`src/rtl/regfile_pkg.sv`:
```
// Shared widths and types for the register-file read path.
package regfile_pkg;

  localparam int unsigned REG_W    = 64;
  localparam int unsigned ADDR_W   = 5;
  localparam int unsigned NUM_REGS = 32;

  typedef logic [ADDR_W-1:0] reg_addr_t;
  typedef logic [REG_W-1:0]  reg_data_t;

  // Hard-wired zero register: the read mux returns 0 for it, so never bypass.
  localparam reg_addr_t ZERO_REG = 5'd31;

  // Response slot occupancy.
  typedef enum logic {
    SLOT_EMPTY = 1'b0,
    SLOT_FULL  = 1'b1
  } slot_state_t;

endpackage

```
`src/rtl/rr_arbiter.sv`:
```
// Combinational round-robin arbiter: first requester at or after i_ptr wins.
module rr_arbiter #(
  parameter int unsigned N  = 4,
  parameter int unsigned IW = (N > 1) ? $clog2(N) : 1
) (
  input  logic [N-1:0]  i_req,
  input  logic [IW-1:0] i_ptr,
  output logic [N-1:0]  o_gnt,
  output logic [IW-1:0] o_idx,
  output logic          o_any
);

  // Scan i_ptr, i_ptr+1, ... wrapping; the first asserted request takes the grant.
  always_comb begin
    int unsigned k;
    o_gnt = '0;
    o_idx = '0;
    o_any = 1'b0;
    for (int unsigned i = 0; i < N; i++) begin
      k = (32'(i_ptr) + i) % N;
      if (!o_any && i_req[k]) begin
        o_any    = 1'b1;
        o_idx    = IW'(k);
        o_gnt[k] = 1'b1;
      end
    end
  end

endmodule

```
`src/rtl/regfile_read_arbiter.sv`:
```
// Shares one regfile read port among NUM_REQ requesters with a single
// registered response slot and write-to-read bypass.
module regfile_read_arbiter
  import regfile_pkg::*;
#(
  parameter int unsigned NUM_REQ = 4,
  localparam int unsigned IDW    = (NUM_REQ > 1) ? $clog2(NUM_REQ) : 1
) (
  input  logic                           clk,
  input  logic                           reset_n,
  input  logic [NUM_REQ-1:0]             req_valid,
  input  logic [NUM_REQ-1:0][ADDR_W-1:0] req_addr,
  output logic [NUM_REQ-1:0]             req_ready,
  output logic [ADDR_W-1:0]              rd_sel,
  input  logic [REG_W-1:0]               rd_data,
  input  logic                           wr_en,
  input  logic [ADDR_W-1:0]              wr_addr,
  input  logic [REG_W-1:0]               wr_data,
  output logic                           rsp_valid,
  output logic [IDW-1:0]                 rsp_id,
  output logic [REG_W-1:0]               rsp_data,
  input  logic                           rsp_ready
);

  slot_state_t      r_state;
  slot_state_t      w_state_nxt;
  logic [IDW-1:0]   r_rr_ptr;
  logic [IDW-1:0]   r_rsp_id;
  reg_data_t        r_rsp_data;

  logic [NUM_REQ-1:0] w_gnt;
  logic [IDW-1:0]     w_idx;
  logic               w_any;
  logic               w_slot_free;
  logic               w_accept;
  logic               w_bypass;
  logic [IDW-1:0]     w_ptr_nxt;

  rr_arbiter #(
    .N  (NUM_REQ),
    .IW (IDW)
  ) u_arb (
    .i_req (req_valid),
    .i_ptr (r_rr_ptr),
    .o_gnt (w_gnt),
    .o_idx (w_idx),
    .o_any (w_any)
  );

  // Grant, read select, bypass and next-pointer decode; reset_n gates the
  // accept strobe so nothing is handed out while reset is held.
  always_comb begin
    w_slot_free = reset_n && ((r_state == SLOT_EMPTY) || rsp_ready);
    w_accept    = w_any && w_slot_free;
    req_ready   = w_slot_free ? w_gnt : '0;
    rd_sel      = w_any ? req_addr[w_idx] : '0;
    w_bypass    = wr_en && (wr_addr == rd_sel) && (rd_sel != ZERO_REG);
    w_ptr_nxt   = (w_idx == IDW'(NUM_REQ - 1)) ? '0 : w_idx + 1'b1;
  end

  // Slot next-state: accept fills, drain without accept empties.
  always_comb begin
    w_state_nxt = r_state;
    if (w_accept) begin
      w_state_nxt = SLOT_FULL;
    end else if (r_state == SLOT_FULL && rsp_ready) begin
      w_state_nxt = SLOT_EMPTY;
    end
  end

  // Slot state register.
  always_ff @(posedge clk or negedge reset_n) begin
    if (!reset_n) begin
      r_state <= SLOT_EMPTY;
    end else begin
      r_state <= w_state_nxt;
    end
  end

  // Response payload and priority pointer update only on accept.
  always_ff @(posedge clk or negedge reset_n) begin
    if (!reset_n) begin
      r_rr_ptr   <= '0;
      r_rsp_id   <= '0;
      r_rsp_data <= '0;
    end else if (w_accept) begin
      r_rr_ptr   <= w_ptr_nxt;
      r_rsp_id   <= w_idx;
      r_rsp_data <= w_bypass ? wr_data : rd_data;
    end
  end

  assign rsp_valid = (r_state == SLOT_FULL);
  assign rsp_id    = r_rsp_id;
  assign rsp_data  = r_rsp_data;

endmodule
```
`config.mk`:
```
export PLATFORM = sky130hd
export DESIGN_NAME = regfile_read_arbiter
export DESIGN_NICKNAME = d
export VERILOG_FILES = /design/src/rtl/regfile_pkg.sv /design/src/rtl/rr_arbiter.sv /design/src/rtl/regfile_read_arbiter.sv
export SDC_FILE = /design/constraint.sdc
export NUM_CORES = 1
export LEC_CHECK = 0
export BUFFER_PORTS_ARGS = -buffer_cell sky130_fd_sc_hd__buf_4
export CORE_MARGIN = 3
export CORE_UTILIZATION = 48
export DETAILED_ROUTE_END_ITERATION = 10
export PLACE_DENSITY = 0.87
export SYNTH_ARGS = -nofsm -noshare
export SYNTH_HDL_FRONTEND = slang
export SYNTH_SLANG_ARGS = --single-unit
```
`constraint.sdc`:
```
create_clock -name clk -period 7.2 [get_ports clk]
set_input_delay 1.08 -clock clk [delete_from_list [all_inputs] [get_ports clk]]
set_output_delay 1.08 -clock clk [all_outputs]
set_load 0.1 [all_outputs]
```
==> out/metrics.cfg <==
[clocking]
numCtsBuffers = 9
clk_path_buf_depth = 2
cts_max_level = 3
cts_tree = built
clk_root_buffer_cell = clkbuf_8
post_cts_resized = 0
cts.sinks = 69
clk_pin_slew_ps = 90
worstSkewPairLatency_ps = 340
cts_hold_buf = 0
cts_setup_buffers = 0

[critical_path]
path_class = reg2reg
cp_max_fo = 64
cp-start-kind = register
critPathBufInv = 1
cpPeakStageDelay_ps = 1110
cp_data_arrival_time_ps = 5040
cp_data_required_time_ps = 7460
crit_family = compound AO/OA/AOI/OAI gates
cp-end-kind = register
cp_slowest_cell = and4_2
path_cells = inv_1 > ha_1 > a21oi_1 > o41a_1 > mux2i_1 > o22ai_2 > mux2i_1 > and4_2 > a31oi_1 > a21oi_1

[final_layout]
layout.nets = 850
antenna_cells = 0
drive_above_1_share = 0.392
syn_to_final_growth_pct = 46.2
utilization = 0.747

[run]
drv_cap = 0

[placement]
place.gp.congestion = 0.851
port_buffers = 236
post-place-ws_ps = 2460
place_hpwl_um = 10300

[timing]
finalCritPeriodShare = 0.664
grt_setup_unrepaired = false
slew_viol_final = 0
fin_skew_ps = 13.8
setup_viol = 0
holdWs_ps = 503
maxSlewHeadroom = 0.152
period_needed_ps = 4780
finalHoldViolCount = 0
fin_tns_setup_ps = 0
worst_slack_ps = 2420
worstMarginPinSlew_ps = 1270
max_freq_ghz = 0.209

[synthesis]
yosysWarnings = 0
synth-edff-count = 0
syn_avg_cell_area_um2 = 8.48
synthArstFlopShare = 1.00
synthDistinctLibCells = 40
synth_top_area_share = 0.424
yosys_most_used_dff = dfrtp_1
synth_seq_cells = 69
yosysSeqAreaShare = 0.424
synthTopCellsByCount = 78 x nor2_1, 69 x dfrtp_1, 67 x o21ai_0, 64 x a31oi_1, 60 x a21oi_1
synth.most_common_cell = nor2_1
synth_area_leaders = dfrtp_1 42%, a31oi_1 9.8%, o21ai_0 8.2%
syn_inst = 480
synth_nets = 648
synth_top_cell_by_area = dfrtp_1
syn_area_um2 = 4070

[global_route]
overflow = 0
grtUsageTotal = 0.292
first_global_vias = 4587
grt_pass1_wl_um = 23100
grt_start_max_net_pins = 72
antenna_found_initial = 0

[power]
irDropWorstVdd_mv = 0.207
p_leak_nw = 2.74
power_density_nw_per_um2 = 434
totalPowerFinal_w = 0.00258

[floorplan]
io_pins = 237
core_area_um2 = 7970
start_util = 0.511
die_x_um = 98.1
rows = 32
dieArea_um2 = 9630
die-height_um = 98.1

[worst_hold_path]
hold_class = reg2reg

[route]
viasPerCell = 5.94
dr.pass1.iters = 7
drc = 0
drt-total-wl_um = 14600
ant_nets = 0
vias = 4687
post_drt_wl_per_cell_um = 18.6
drtIter0Drc = 283

[outcome]
status = completed

-- area by class of cell --
| cell class | count | area [um2] |
|---|---|---|
| multi-input cells | 358 | 2090 |
| clock inverters | 7 | 73.8 |
| repair buffers | 240 | 1800 |
| flip-flops and latches | 69 | 1730 |
| clock buffers | 9 | 124 |
| inverters | 4 | 15.0 |
| fillers | 620 | 2010 |
| well taps | 102 | 128 |
-- report_power, final --
| group | internal, W | switching, W | total [W] |
|---|---|---|---|
| logic | 0.000406 | 0.00132 | 0.00172 |
| registers | 0.000470 | 0.0000702 | 0.000540 |
| clock network | 0.000161 | 0.000161 | 0.000322 |
-- sequential cells by signal, indices dropped and copies added (netlist names) --
register / flops
r_rr_ptr: 2
rsp_data: 64
rsp_valid: 1
rsp_id: 2
-- cell usage in the layout, fill, tap and decap left out, drive strengths merged, types with 2 or more instances in the layout --
cell / Yosys / layout
ha: 7 / 7
mux2: 3 / 3
clkbuf: 27 / 9
nand4: 2 / 2
nand2: 10 / 10
nand3: 10 / 10
mux2i: 16 / 16
a22oi: 4 / 4
nand2b: 4 / 4
clkinv: 0 / 4
nor3: 3 / 3
nor2: 78 / 78
a21oi: 61 / 61
xnor2: 4 / 4
dfrtp: 69 / 69
mux4: 2 / 2
buf: 22 / 240
o21ai: 68 / 68
inv: 4 / 5
a221oi: 4 / 4
a31oi: 64 / 64
o22ai: 6 / 6
-- cells by family after synthesis --
logic type	Yosys count	share of synthesized area
buf+inv	53	0.0694
xor+xnor	4	0.00860
simple gates	110	0.112
compound gates	216	0.305
flops	69	0.424
fa+ha+maj	7	0.0215
mux	21	0.0596
-- final timing paths --
kind	from	to	slack, ps	depth (start not counted)
setup / recovery	r_rr_ptr[0]$_DFFE_PN0P_	rsp_data[4]$_DFFE_PN0P_	2420	10
hold / removal	rsp_id[0]$_DFFE_PN0P_	rsp_id[0]$_DFFE_PN0P_	500	1
setup reg to reg	r_rr_ptr[0]$_DFFE_PN0P_	rsp_data[4]$_DFFE_PN0P_	2420	10
hold reg to reg	rsp_id[0]$_DFFE_PN0P_	rsp_id[0]$_DFFE_PN0P_	500	1
max in group asynchronous	reset_n	rsp_data[55]$_DFFE_PN0P_	5730	1
min in group asynchronous	reset_n	rsp_data[35]$_DFFE_PN0P_	880	1
-- layer usage --
metal,GRT usage,vias up,wire [um]
li1,-,2165,-
met1,0.359,2213,5500
met2,0.488,271,7300
met3,0.0843,38,1390
met4,0.106,0,448
met5,0,-,0
-- metrics by stage --
step,std cells,area [um2]
final,789,5950
after floorplan,480,4070
after global routing,789,5950
after global placement,773,5760
after CTS,789,5950
after detailed placement,773,5760
No activity file was read; power rests on OpenSTA's default activity.
